**src/rtl/count_event_monitor.sv**
```systemverilog
// count_event_monitor
//
// Watches a loadable mod-(MAX+1) up/down counter and turns its raw count
// trace into a compact event stream. Each cycle the previous count and the
// previous load/direction controls are used to predict the current count;
// loads, wrap-arounds and illegal steps are queued in a small FIFO.
//
// Ports:
//   clk        rising-edge clock
//   resetn     asynchronous active-low reset
//   count      counter output under observation (WIDTH bits)
//   load       counter load control, as driven to the counter
//   up_down    counter direction: 1 = up, 0 = down
//   evt_valid  FIFO head holds an event
//   evt_ready  consumer accepts the head event
//   evt_code   head code: 00 STEP_ERR, 01 LOAD, 10 WRAP_UP, 11 WRAP_DN
//   evt_value  count value captured when the head event was detected
//   wrap_cnt   running total of wrap detections, modulo 256
//   overflow   sticky: an event was dropped because the FIFO was full
module count_event_monitor #(
    parameter int WIDTH = 4,
    parameter int MAX   = 11,
    parameter int DEPTH = 4
) (
    input  logic             clk,
    input  logic             resetn,
    input  logic [WIDTH-1:0] count,
    input  logic             load,
    input  logic             up_down,
    output logic             evt_valid,
    input  logic             evt_ready,
    output logic [1:0]       evt_code,
    output logic [WIDTH-1:0] evt_value,
    output logic [7:0]       wrap_cnt,
    output logic             overflow
);

    localparam int AW = (DEPTH > 2) ? $clog2(DEPTH) : 1;
    localparam logic [WIDTH-1:0] MAX_V   = WIDTH'(MAX);
    localparam logic [AW:0]      DEPTH_V = (AW+1)'(DEPTH);

    localparam logic [1:0] CODE_STEP_ERR = 2'b00;
    localparam logic [1:0] CODE_LOAD     = 2'b01;
    localparam logic [1:0] CODE_WRAP_UP  = 2'b10;
    localparam logic [1:0] CODE_WRAP_DN  = 2'b11;

    // Delayed view of the counter and its controls
    logic [WIDTH-1:0] prev_reg;
    logic             load_d_reg;
    logic             up_d_reg;
    logic             primed_reg;

    // FIFO state; pointers carry one extra bit to tell full from empty
    logic [AW:0]      wr_ptr_reg;
    logic [AW:0]      rd_ptr_reg;
    logic [1:0]       mem_code  [DEPTH];
    logic [WIDTH-1:0] mem_value [DEPTH];

    logic [7:0]       wrap_cnt_reg;
    logic             overflow_reg;

    // Classification results
    logic [WIDTH-1:0] expected_next;
    logic             evt_detect;
    logic             wrap_detect;
    logic [1:0]       code_next;

    // FIFO control
    logic [AW:0]      level;
    logic             fifo_empty;
    logic             fifo_full;
    logic             pop;
    logic             write_en;
    logic             drop;

    always_comb begin
        expected_next = '0;
        if (up_d_reg) begin
            expected_next = (prev_reg == MAX_V) ? '0 : prev_reg + WIDTH'(1);
        end else begin
            expected_next = (prev_reg == '0) ? MAX_V : prev_reg - WIDTH'(1);
        end
    end

    // A wrap is only a wrap when the step itself was legal, so the step
    // check sits ahead of both wrap checks.
    always_comb begin
        evt_detect  = 1'b0;
        wrap_detect = 1'b0;
        code_next   = CODE_STEP_ERR;
        if (primed_reg) begin
            if (load_d_reg) begin
                evt_detect = 1'b1;
                code_next  = CODE_LOAD;
            end else if (count != expected_next) begin
                evt_detect = 1'b1;
                code_next  = CODE_STEP_ERR;
            end else if (up_d_reg && prev_reg == MAX_V && count == '0) begin
                evt_detect  = 1'b1;
                wrap_detect = 1'b1;
                code_next   = CODE_WRAP_UP;
            end else if (!up_d_reg && prev_reg == '0 && count == MAX_V) begin
                evt_detect  = 1'b1;
                wrap_detect = 1'b1;
                code_next   = CODE_WRAP_DN;
            end
        end
    end

    assign level      = wr_ptr_reg - rd_ptr_reg;
    assign fifo_empty = (wr_ptr_reg == rd_ptr_reg);
    assign fifo_full  = (level == DEPTH_V);
    assign pop        = !fifo_empty && evt_ready;
    // A pop in the same cycle frees the slot a full FIFO needs for the push.
    assign write_en   = evt_detect && (!fifo_full || pop);
    assign drop       = evt_detect && fifo_full && !pop;

    always_ff @(posedge clk or negedge resetn) begin
        if (!resetn) begin
            prev_reg     <= '0;
            load_d_reg   <= 1'b0;
            up_d_reg     <= 1'b0;
            primed_reg   <= 1'b0;
            wr_ptr_reg   <= '0;
            rd_ptr_reg   <= '0;
            wrap_cnt_reg <= '0;
            overflow_reg <= 1'b0;
        end else begin
            prev_reg   <= count;
            load_d_reg <= load;
            up_d_reg   <= up_down;
            primed_reg <= 1'b1;
            if (write_en) begin
                wr_ptr_reg <= wr_ptr_reg + (AW+1)'(1);
            end
            if (pop) begin
                rd_ptr_reg <= rd_ptr_reg + (AW+1)'(1);
            end
            // Wraps are tallied even when the FIFO has to drop them.
            if (wrap_detect) begin
                wrap_cnt_reg <= wrap_cnt_reg + 8'd1;
            end
            if (drop) begin
                overflow_reg <= 1'b1;
            end
        end
    end

    // Storage needs no reset: the pointers decide what is valid.
    always_ff @(posedge clk) begin
        if (write_en) begin
            mem_code[wr_ptr_reg[AW-1:0]]  <= code_next;
            mem_value[wr_ptr_reg[AW-1:0]] <= count;
        end
    end

    assign evt_valid = !fifo_empty;
    assign evt_code  = fifo_empty ? 2'b00 : mem_code[rd_ptr_reg[AW-1:0]];
    assign evt_value = fifo_empty ? '0 : mem_value[rd_ptr_reg[AW-1:0]];
    assign wrap_cnt  = wrap_cnt_reg;
    assign overflow  = overflow_reg;

endmodule

```
**config.mk**
```make
export PLATFORM = sky130hd
export DESIGN_NAME = count_event_monitor
export DESIGN_NICKNAME = d
export VERILOG_FILES = /design/src/rtl/count_event_monitor.sv
export SDC_FILE = /design/constraint.sdc
export NUM_CORES = 1
export LEC_CHECK = 0
export CORE_ASPECT_RATIO = 1.1
export CORE_UTILIZATION = 45
export CTS_CLUSTER_DIAMETER = 120
export CTS_CLUSTER_SIZE = 20
export DETAILED_ROUTE_END_ITERATION = 10
export PLACE_DENSITY = 0.66
export SKIP_LAST_GASP = 1
export SYNTH_ARGS = -nofsm -noshare
export SYNTH_HDL_FRONTEND = slang
export SYNTH_SLANG_ARGS = --single-unit
```
**constraint.sdc**
```tcl
create_clock -name clk -period 2.6 [get_ports clk]
set_clock_uncertainty 0.1 [all_clocks]
set_input_delay 0.26 -clock clk [delete_from_list [all_inputs] [get_ports clk]]
set_output_delay 0.26 -clock clk [all_outputs]
set_load 0.02 [all_outputs]
```
Word-level counts from Yosys, hierarchy flattened:

Memories as Yosys holds them, arrays and structs flattened.
Index checks and enable logic that the tools add are counted.

* memories kept: 2
* RAM bits: 24
* register bits: 22
* output and inout port bits: 16
* word-level logic and storage cells: 56

* add/sub/neg operators: 6
* eq/ne operators: 5
* reductions and logical operators: 15
* mux-type cells: 20

Memory list
* mem_value: depth 4, bits a word 4, rd ports 1, clocked after memory_dff 0, write ports 1, line 57 `logic [WIDTH-1:0] mem_value [DEPTH];`
* mem_code: depth 4, bits a word 2, rd ports 1, clocked after memory_dff 0, write ports 1, line 56 `logic [1:0] mem_code [DEPTH];`

Operators with widths (number)
* two-way mux 4 bit: 4
* two-way mux 2 bit: 6
* two-way mux 1 bit: 10
* adder 8 x 1 -> 8 bit, second input constant: 1
* == test 4 bit, second input constant: 2
* logical AND 1 bit: 8
* zero test 4 bit: 2
* adder 3 x 1 -> 3 bit, second input constant: 2
* adder 4 x 1 -> 4 bit, second input constant: 1
* zero test 1 bit: 4
* != test 4 bit: 1
* subtractor 4 x 1 -> 4 bit, second input constant: 1
* == test 3 bit: 1
* == test 3 bit, second input constant: 1
* subtractor 3 bit: 1
* logical OR 1 bit: 1

Longest topological paths before layout:

Gate-level depths: netlist of the first run.

* word-level depth: 11
* depth in mapped cells: 9
* gate-level depth less buffers: 8

Worst setup path after synthesis of the first run:

Ideal clock, no wire load.

* kind: reg-to-reg
* start: register prev_reg[0]
* end: memory mem_code[3][0] (enable)
* cell stages (with the launch flop): 8
* arrival time: 1973 ps
* buffers on the path: 0
* clock period less this slack: 2447 ps
* slack: 153 ps
* library setup time: 374 ps
* cell sequence: dfrtp_1 -> inv_1 -> ha_1 -> xor2_1 -> xnor2_1 -> nor2_1 -> nor4b_4 -> a21oi_1

* cells in the longest elaborated chain, start to end: 11
* elaborated cells on any way between the ends: 20
* those cells by class: 2 x add/sub; 2 x eq/ne; 10 x mux; 6 x reduce/logical

RTL lines
* start: declaration: line 48 `logic [WIDTH-1:0] prev_reg;`
* start signal: assignment: line 129 `prev_reg <= count;`
* parallel branches: the longest is 5 deep, another holds subtractor 4 x 1 -> 4 bit
* two-way mux 1 bit (*): line 95 `end else if (count != expected_next) begin`
* two-way mux 1 bit (*): line 92 `if (load_d_reg) begin`
* two-way mux 1 bit (*): line 91 `if (primed_reg) begin`
* logical AND 1 bit (*): line 115 `assign write_en = evt_detect && (!fifo_full || pop);`
* two-way mux 1 bit (*): line 151 `if (write_en) begin`
* two-way mux 1 bit (implied by the code) (*): line 152 `mem_code[wr_ptr_reg[AW-1:0]] <= code_next;`
* end: declaration: line 56

Mark *: on every way between the ends.

Final worst setup path of the first run:

* start: register prev_reg[1]
* end: register wrap_cnt_reg[4], in the netlist wrap_cnt[4]

* cells in the longest elaborated chain, start to end: 8
* elaborated cells on any way between the ends: 17
* those cells by class: 2 x add/sub; 2 x eq/ne; 8 x mux; 5 x reduce/logical

RTL lines
* parallel branches: the longest is 5 deep, another holds subtractor 4 x 1 -> 4 bit
* two-way mux 1 bit (*): line 95
* two-way mux 1 bit (*): line 92
* two-way mux 1 bit (*): line 91
* end signal: assignment: line 141 `wrap_cnt_reg <= wrap_cnt_reg + 8'd1;`
* end: declaration: line 59 `logic [7:0] wrap_cnt_reg;`

Marks and branches as above.
A chain may end at the register's enable or synchronous reset.

==> flow_summary.yaml, run 1 <==
drt:
  firstDrtPassIters: 4
  first_iter_violations: 51
  antenna_left: 0
  dr_total_vias: 1374
  wire_per_inst_um: 16.2
  routed_via_density: 5.37
  drt_wl_total_mm: 4.14
  drc: 0
synth:
  synth_top_flop_cell: "edfxtp_1"
  synth_cells: 157
  synth_edf_count: 24
  async_reset_ff_share_pct: 47.8
  seq_area_frac_synth_pct: 56.7
  synthesis.nets: 176
  synth-simple-area-share_pct: 15.1
  yosys_warnings: 0
  ys_seq_elements: 46
  synth_area_um2: 2240
  synthDistinctLibCells: 45
  avgSynthCellArea_um2: 14.3
  synthAdderAreaFrac_pct: 5.58
  synth_xor_area_share_pct: 6.98
  muxShareOfSynthArea_pct: 7.53
  synth_top_family_by_area: "simple AND/OR/NAND/NOR gates"
  synth_compound_gate_area_share_pct: 5.36
pwr:
  leakagePower_nw: 1.11
  cellInternalPower_mw: 1.86
  vdd_ir_drop_max_mv: 0.351
  swShare_pct: 31.1
  seqPwrFrac_pct: 36.8
  p_sw_uw: 842
  total_power_mw: 2.71
  power_frac_clock_pct: 22.9
  power_frac_comb_pct: 40.3
  p_per_area_nw_per_um2: 961
final_layout:
  num-fill-cells: 358
  diodes: 0
  nNetsFinal: 218
  area_growth_pct: 25.6
  drive_above_1_share_pct: 26.5
  largest_reg_flops: 16
  final_cell_mix: "clkdlybuf4s50_1, edfxtp_1, dfrtp_1"
job:
  max_cap_violations: 0
sta:
  setup_violations: 0
  hold_viol_final: 0
  max_freq_ghz: 0.399
  maxSlewViolCount: 0
  fin_crit_sh_pct: 96.5
  layout_min_cycle_time_ns: 2.51
  fin_tns_setup_ns: 0
  whs_ns: 0.209
floorplan:
  start_util_pct: 47.5
  rows: 26
  dieArea_um2: 5270
  core_area_um2: 4720
  io_pins: 25
  chipWidth_um: 69.3
  die_height_um: 76.0
clock_tree:
  root_buffer: "clkbuf_8"
  cts-hold-fix-buffers: 0
  clkTransAtPathRegs_ns: 0.09
  clock-sinks: 46
  clk_latency_ns: 0.30
  cts_buffers: 5
  cts_tree: "built"
  clk_path_buf_depth: 2
  htree_levels: 2
setup_path:
  r2r_slack_ns: 0.09
  crit_end: "wrap_cnt[4]$_DFFE_PN0P_"
  cp.arrival_ns: 2.59
  r2r_cells: 8
  r2r-end: "wrap_cnt[4]$_DFFE_PN0P_"
  crit_type: "reg -> reg"
  rr_startpoint: "prev_reg[1]$_DFF_PN0_"
  crit_required_ns: 2.68
  critPathLaunchType: "register"
  crit_fanout: 5
  crit_path_start: "prev_reg[1]$_DFF_PN0_"
  end_kind: "register"
worst_hold_path:
  min_path_type: "in -> async"
global_route:
  grt_pass1_wl_mm: 7.07
  grt_overflow: 0
  grt.total_usage_pct: 17.4
  grt_pass1_vias: 1481
  grt_max_degree: 23
  antenna_found_initial: 0
placed_design:
  gp_congestion: 0.771
  portBuffers: 24
  dp_hpwl_mm: 3.01
outcome:
  status: "completed"
## cell usage after synthesis, types with 3 or more instances
| master | count | share of area [%] |
|---|---|---|
| edfxtp_1 | 24 | 32 |
| dfrtp_1 | 22 | 25 |
| xnor2_1 | 13 | 5.1 |
| and2_1 | 11 | 3.1 |
| ha_1 | 10 | 5.6 |
| nand2_1 | 8 | 1.3 |
| inv_1 | 7 | 1.2 |
| mux4_2 | 6 | 6.0 |
| nand3_1 | 4 | 0.89 |
| nand4_1 | 4 | 1.1 |
| and3_1 | 3 | 0.84 |
| nor3_1 | 3 | 0.67 |
| xor2_1 | 3 | 1.2 |
## worst min-delay path by stage
stage                                         end  slack (ns)  depth (start not counted)
after floorplan              load_d_reg$_DFF_PN0_       -0.14                          0
after global placement       overflow$_DFFE_PN0P_        0.36                          1
after detailed placement     overflow$_DFFE_PN0P_        0.36                          1
after CTS                 wrap_cnt[6]$_DFFE_PN0P_        0.21                          2
after global routing         overflow$_DFFE_PN0P_        0.24                          2
final                       prev_reg[2]$_DFF_PN0_        0.21                          2
## critical path, cell delays in order, from the launching register on
cell and delay, ns:
dfrtp_2 0.45, inv_2 0.08, ha_4 0.15, nand2b_4 0.07
or3_4 0.38, a211o_1 0.35, nor4b_4 0.39, nand4_1 0.23
xnor2_2 0.19
## cell type report
class | instances | area, um^2 | area share (%)
tap | 56 | 70.1 | 2.49
inverter | 7 | 26.3 | 0.933
timing repair buffer | 40 | 360 | 12.8
multi-input combinational | 99 | 955 | 33.9
sequential | 46 | 1270 | 45.2
clock buffer | 5 | 68.8 | 2.44
clock inverter | 3 | 63.8 | 2.27
## per-stage QoR
step	util [%]	instances	setup slack, ns	area [um^2]
floorplan	-	157	0.153	2240
global placement	56.0	248	-0.0540	2640
detailed placement	56.0	248	-0.0775	2640
CTS	58.9	256	0.0180	2780
global route	59.7	256	-0.00174	2820
finish	59.7	256	0.0920	2820
## kinds of logic (layout without fill, tap and decap cells)
| kind of cell | after synthesis | after routing |
|---|---|---|
| mux | 9 | 9 |
| compound gates | 14 | 14 |
| xor+xnor | 17 | 17 |
| flops | 46 | 46 |
| simple gates | 48 | 48 |
| buf+inv | 12 | 55 |
| fa+ha+maj | 10 | 10 |
| other cells | 1 | 1 |
## power by group through the flow
| stage | logic [mW] | registers [mW] | clock network [mW] |
|---|---|---|---|
| finish | 1.09 | 0.996 | 0.620 |
| CTS | 1.09 | 0.999 | 0.631 |
| global route | 1.19 | 1.01 | 0.660 |
| detailed placement | 1.08 | 1.01 | 0 |
| global placement | 1.06 | 1.01 | 0 |
| floorplan | 0.672 | 0.997 | 0 |
## per-layer routing
layer | global-route usage (%) | vias to the layer above | wire (um)
met5 | 0 | - | 0
li1 | - | 652 | -
met3 | 4.10 | 10 | 129
met4 | 7.14 | 0 | 80
met2 | 30.1 | 30 | 2150
met1 | 20.9 | 682 | 1780
## repair_timing
| item | 4_1_cts | 5_1_grt |
|---|---|---|
| pin swaps | 0 | 7 |
| setup endpoints to repair | 18 | 38 |
| setup buffers | 0 | 1 |
| cloned | 0 | 0 |
| resized for setup | 3 | 10 |
No activity file was read; power rests on OpenSTA's default activity.
==> run 2, diff against run 1 <==
--- a/config.mk
+++ b/config.mk
@@ -6,10 +6,11 @@
 export NUM_CORES = 1
 export LEC_CHECK = 0
+export CAP_MARGIN = 20
 export CORE_ASPECT_RATIO = 1.1
-export CORE_UTILIZATION = 45
+export CORE_UTILIZATION = 50
 export CTS_CLUSTER_DIAMETER = 120
 export CTS_CLUSTER_SIZE = 20
 export DETAILED_ROUTE_END_ITERATION = 10
-export PLACE_DENSITY = 0.66
+export PLACE_DENSITY = 0.72
 export SKIP_LAST_GASP = 1
 export SYNTH_ARGS = -nofsm -noshare
==> constraint.sdc (replaced) <==
create_clock -name clk -period 2.6 [get_ports clk]
set_clock_uncertainty 0.1 [all_clocks]
set_input_delay 0.52 -clock clk [delete_from_list [all_inputs] [get_ports clk]]
set_output_delay 0.52 -clock clk [all_outputs]
set_load 0.02 [all_outputs]
==> run 2 against run 1 <==
Non-clock buffer count grew 1. First-iteration DRC count decreased by 27%. Worst hold slack gained 0.18 ns. Power is 4.6% lower. Flip-flop and latch count did not move. Final area down 1.2%. Cell count decreased by 0.39%. Via count is 0.80% higher. Clock-buffer cell count did not move. Sequential power about the same. Clock power fell by 12%. Largest power group unchanged. Highest routed layer unchanged.
==> flow_summary.yaml, run 2 (synthesis results as in run 1) <==
sta:
  layout_min_cycle_time_ns: 2.44
  rsz0062_at_grt: "no"
  fin_crit_sh_pct: 93.8
  maxSlewViolCount: 0
  fin_tns_setup_ns: 0
  whs_ns: 0.392
  max_freq_ghz: 0.410
  hold_viol_final: 0
  fin_ws_ns: 0.160
  setup_violations: 0
outcome:
  status: "completed"
pwr:
  swShare_pct: 32.9
  p_sw_uw: 850
  power_frac_clock_pct: 21.2
  power_frac_comb_pct: 39.6
  vdd_ir_drop_max_mv: 0.408
  leakagePower_nw: 1.11
  cellInternalPower_mw: 1.73
  seqPwrFrac_pct: 39.2
  p_per_area_nw_per_um2: 927
  total_power_mw: 2.58
drt:
  drc: 0
  antenna_left: 0
  drt_wl_total_mm: 4.06
  routed_via_density: 5.43
  dr_total_vias: 1385
  wire_per_inst_um: 15.9
  first_iter_violations: 37
  firstDrtPassIters: 4
placed_design:
  post-place-ws_ns: -0.133
  gp_congestion: 0.736
  portBuffers: 24
  placement.cell_area_um2: 2640
  place_inst: 245
  dp_hpwl_mm: 2.99
clock_tree:
  clk_latency_ns: 0.30
  clock-sinks: 46
  clk_path_buf_depth: 2
  cts_tree: "built"
  root_buffer: "clkbuf_8"
  htree_levels: 2
  clkTransAtPathRegs_ns: 0.09
  cts_buffers: 5
global_route:
  grt_max_degree: 23
  grt.busiest_layer: "met2"
  grt_pass1_wl_mm: 6.96
  grt_overflow: 0
  grt_util_met3_pct: 4.40
  grt_use_met1_pct: 23.9
  antenna_found_initial: 0
  grt.total_usage_pct: 20.0
  grt_pass1_vias: 1486
  grt_use_met2_pct: 34.7
floorplan:
  core_area_um2: 4290
  dieArea_um2: 4760
  die_height_um: 72.2
  chipWidth_um: 65.9
  io_pins: 25
  rows: 25
  start_util_pct: 52.3
job:
  max_cap_violations: 0
final_layout:
  area_growth_pct: 24.2
  drive_above_1_share_pct: 22.9
  multiInputGateArea_um2: 925
  final-seq-area_um2: 1270
  largest_reg_flops: 16
  finalNonFillerCells: 255
  num-fill-cells: 299
  diodes: 0
  final_cell_mix: "edfxtp_1, dfrtp_1, clkdlybuf4s50_1"
  layout.cells.most_common: "edfxtp_1"
  stdcell_area_um2: 2780
  fin_util_pct: 65.0
  nNetsFinal: 219
setup_path:
  rr_startpoint: "prev_reg[0]$_DFF_PN0_"
  r2r_cells: 7
  r2r-end: "mem_code[2][0]$_DFFE_PP_"
  end_kind: "output port"
  cp.arrival_ns: 1.82
  crit_end: "evt_value[3]"
  crit_required_ns: 1.98
  crit_fanout: 6
  r2r_slack_ns: 0.17
  crit_type: "reg -> out"
  critPathLaunchType: "register"
  crit_path_start: "rd_ptr_reg[0]$_DFFE_PN0P_"
worst_hold_path:
  min_path_cells: 1
  min_path_type: "reg -> reg"
## run 2: area by class of cell
class	count	share of cell area [%]
multi-input combinational	99	33.2
sequential	46	45.7
inverter	7	0.944
tap	54	2.43
timing repair buffer	41	13.5
clock buffer	5	2.47
clock inverter	3	1.75
## run 2: power by group through the flow
stage	logic, mW	clock network [mW]	registers (mW)
6_report	1.02	0.547	1.01
5_1_grt	1.13	0.583	1.03
4_1_cts	1.03	0.555	1.01
3_5_place_dp	1.09	0	1.03
3_3_place_gp	1.06	0	1.02
2_1_floorplan	0.672	0	0.997
## run 2: metal layers
metal	part of all wire, %	up-vias
met5	0	-
met1	42	687
li1	-	657
met2	53	32
met3	3.7	9
met4	1.6	0
## run 2: worst min path at each step
stage,slack [ns],start,endpoint
after floorplan,0.12,resetn,load_d_reg$_DFF_PN0_
after global placement,0.35,overflow$_DFFE_PN0P_,overflow$_DFFE_PN0P_
after detailed placement,0.38,overflow$_DFFE_PN0P_,overflow$_DFFE_PN0P_
after CTS,0.40,rd_ptr_reg[2]$_DFFE_PN0P_,rd_ptr_reg[2]$_DFFE_PN0P_
after global routing,0.42,rd_ptr_reg[2]$_DFFE_PN0P_,rd_ptr_reg[2]$_DFFE_PN0P_
final,0.39,overflow$_DFFE_PN0P_,overflow$_DFFE_PN0P_
## run 2: what timing repair did
action                                  in CTS  in global routing
buffers inserted                             0                  2
pin swaps                                    0                  1
endpoints found under the setup margin       7                 23
hold buffers                                 0                  0
gates resized for setup                      8                  2
## run 2: critical path, stage by stage (launching register included)
cell and delay (ns):
dfrtp_2 0.43, buf_12 0.14, mux4_2 0.48, and2_1 0.16, dlygate4sd2_1 0.31
==> run 3, diff against run 2 <==
--- a/config.mk
+++ b/config.mk
@@ -8,4 +8,5 @@
 export CAP_MARGIN = 20
 export CORE_ASPECT_RATIO = 1.1
+export CORE_MARGIN = 1.5
 export CORE_UTILIZATION = 50
 export CTS_CLUSTER_DIAMETER = 120
==> constraint.sdc (replaced) <==
create_clock -name clk -period 2.6 [get_ports clk]
set_clock_uncertainty 0.1 [all_clocks]
set_input_delay 0.52 -clock clk [delete_from_list [all_inputs] [get_ports clk]]
set_output_delay 0.52 -clock clk [all_outputs]
set_load 0.005 [all_outputs]
==> run 3 against run 2 <==
Highest routed layer unchanged. Clock-buffer cell count did not move. Via count rose by 0.79%. Flip-flop and latch count did not move.
==> flow_summary.yaml, run 3 (synthesis results as in run 1) <==
placed_design:
  portBuffers: 24
  dp_hpwl_mm: 3.02
  place_inst: 245
  post-place-ws_ns: -0.196
  gp_congestion: 0.825
setup_path:
  crit_required_ns: 1.98
  end_kind: "output port"
  cp.arrival_ns: 1.89
  crit_fanout: 6
  crit_type: "reg -> out"
  critPathLaunchType: "register"
clock_tree:
  cts_buffers: 5
  cts-hold-fix-buffers: 0
  clk_latency_ns: 0.29
  htree_levels: 2
  clock-sinks: 46
  clk_path_buf_depth: 2
  clkTransAtPathRegs_ns: 0.08
  cts_tree: "built"
  root_buffer: "clkbuf_8"
floorplan:
  dieArea_um2: 4900
  chipWidth_um: 66.9
  die_height_um: 73.2
  core_area_um2: 4320
  rows: 25
  start_util_pct: 51.9
  io_pins: 25
drt:
  routed_via_density: 5.37
  met2_length_mm: 2.21
  drc: 0
  drt_wl_total_mm: 4.13
  antenna_left: 0
  wl_met3_um: 159
  firstDrtPassIters: 4
  dr_total_vias: 1396
  routed.top_layer: "met4"
  first_iter_violations: 37
  wl_met1_mm: 1.69
  wire_per_inst_um: 15.9
global_route:
  grt_pass1_vias: 1435
  grt_max_degree: 23
  grt.total_usage_pct: 19.3
  grt_pass1_wl_mm: 6.84
  grt_overflow: 0
  antenna_found_initial: 0
sta:
  hold_viol_final: 0
  fin_ws_ns: 0.0910
  maxSlewViolCount: 0
  layout_min_cycle_time_ns: 2.51
  max_freq_ghz: 0.399
  fin_crit_sh_pct: 96.5
  setup_violations: 0
outcome:
  status: "completed"
final_layout:
  diodes: 0
  layout.cells.most_common: "edfxtp_1"
  final_cell_mix: "edfxtp_1, dfrtp_1, buf_4"
  nNetsFinal: 224
  largest_reg_flops: 16
  area_growth_pct: 26.1
  finalNonFillerCells: 260
  drive_above_1_share_pct: 25.7
pwr:
  leakagePower_nw: 1.17
  p_per_area_nw_per_um2: 894
  vdd_ir_drop_max_mv: 0.399
job:
  max_cap_violations: 0
worst_hold_path:
  min_path_type: "reg -> reg"
run 3: changes by cell type in the layout (fill, tap and decap cells not counted), sizes merged:
| cell | delta |
|---|---|
| buf | +5 |
| clkdlybuf4s50 | +1 |
| clkinv | +2 |
| clkinvlp | -1 |
| dlygate4sd2 | -4 |
| dlymetal6s2s | +3 |
| inv | -1 |
run 3: path summary, 6_finish.rpt:
path / from / endpoint / slack (ns) / cells past startpoint
setup / recovery: rd_ptr_reg[0]$_DFFE_PN0P_ / evt_value[0] / 0.09 / 5
hold / removal: wrap_cnt[7]$_DFFE_PN0P_ / wrap_cnt[7]$_DFFE_PN0P_ / 0.39 / 1
hold reg to reg: wrap_cnt[7]$_DFFE_PN0P_ / wrap_cnt[7]$_DFFE_PN0P_ / 0.39 / 1
setup reg to reg: prev_reg[1]$_DFF_PN0_ / wr_ptr_reg[2]$_DFFE_PN0P_ / 0.14 / 9
max in group asynchronous: resetn / rd_ptr_reg[0]$_DFFE_PN0P_ / 1.71 / 2
min in group asynchronous: resetn / wrap_cnt[0]$_DFFE_PN0P_ / 0.47 / 2
run 3: per-stage QoR:
step	power [mW]	area [um^2]	TNS (ns)	hold WS, ns	util, %
3_3_place_gp	1.92	2630	-2.71	0.355	61.0
5_1_grt	2.69	2830	-0.0114	0.413	65.5
6_report	2.53	2830	0	0.395	65.5
2_1_floorplan	1.54	2240	0	0.124	-
4_1_cts	2.49	2760	0	0.399	64.0
3_5_place_dp	1.97	2630	-4.46	0.378	61.0
run 3: metal layers:
metal	track usage, %	vias to the layer above
met5	0	-
met4	6.80	0
met3	4.48	6
met2	33.2	36
met1	23.7	684
li1	-	670
run 3: cell type report:
class | count | area (um^2)
Clock buffer | 5 | 68.8
Inverter | 7 | 26.3
Tap cell | 54 | 67.6
Fill cell | 319 | 1490
Clock inverter | 3 | 40.0
Sequential cell | 46 | 1270
Multi-Input combinational cell | 99 | 936
Timing Repair Buffer | 46 | 417
run 3: power breakdown:
group          switching, mW  internal [mW]
Sequential            0.0818          0.925
Clock                  0.226          0.283
Combinational          0.425          0.588
run 3: critical path: stages (launching register included):
cell,delay (ns)
dfrtp_1,0.44
buf_6,0.15
buf_4,0.11
mux4_2,0.48
and2_1,0.17
dlygate4sd2_1,0.25
run 3: what timing repair did:
item	in CTS	in global routing
pin swaps	0	1
endpoints found under the setup margin	6	25
setup buffers	2	5
resized for setup	4	9
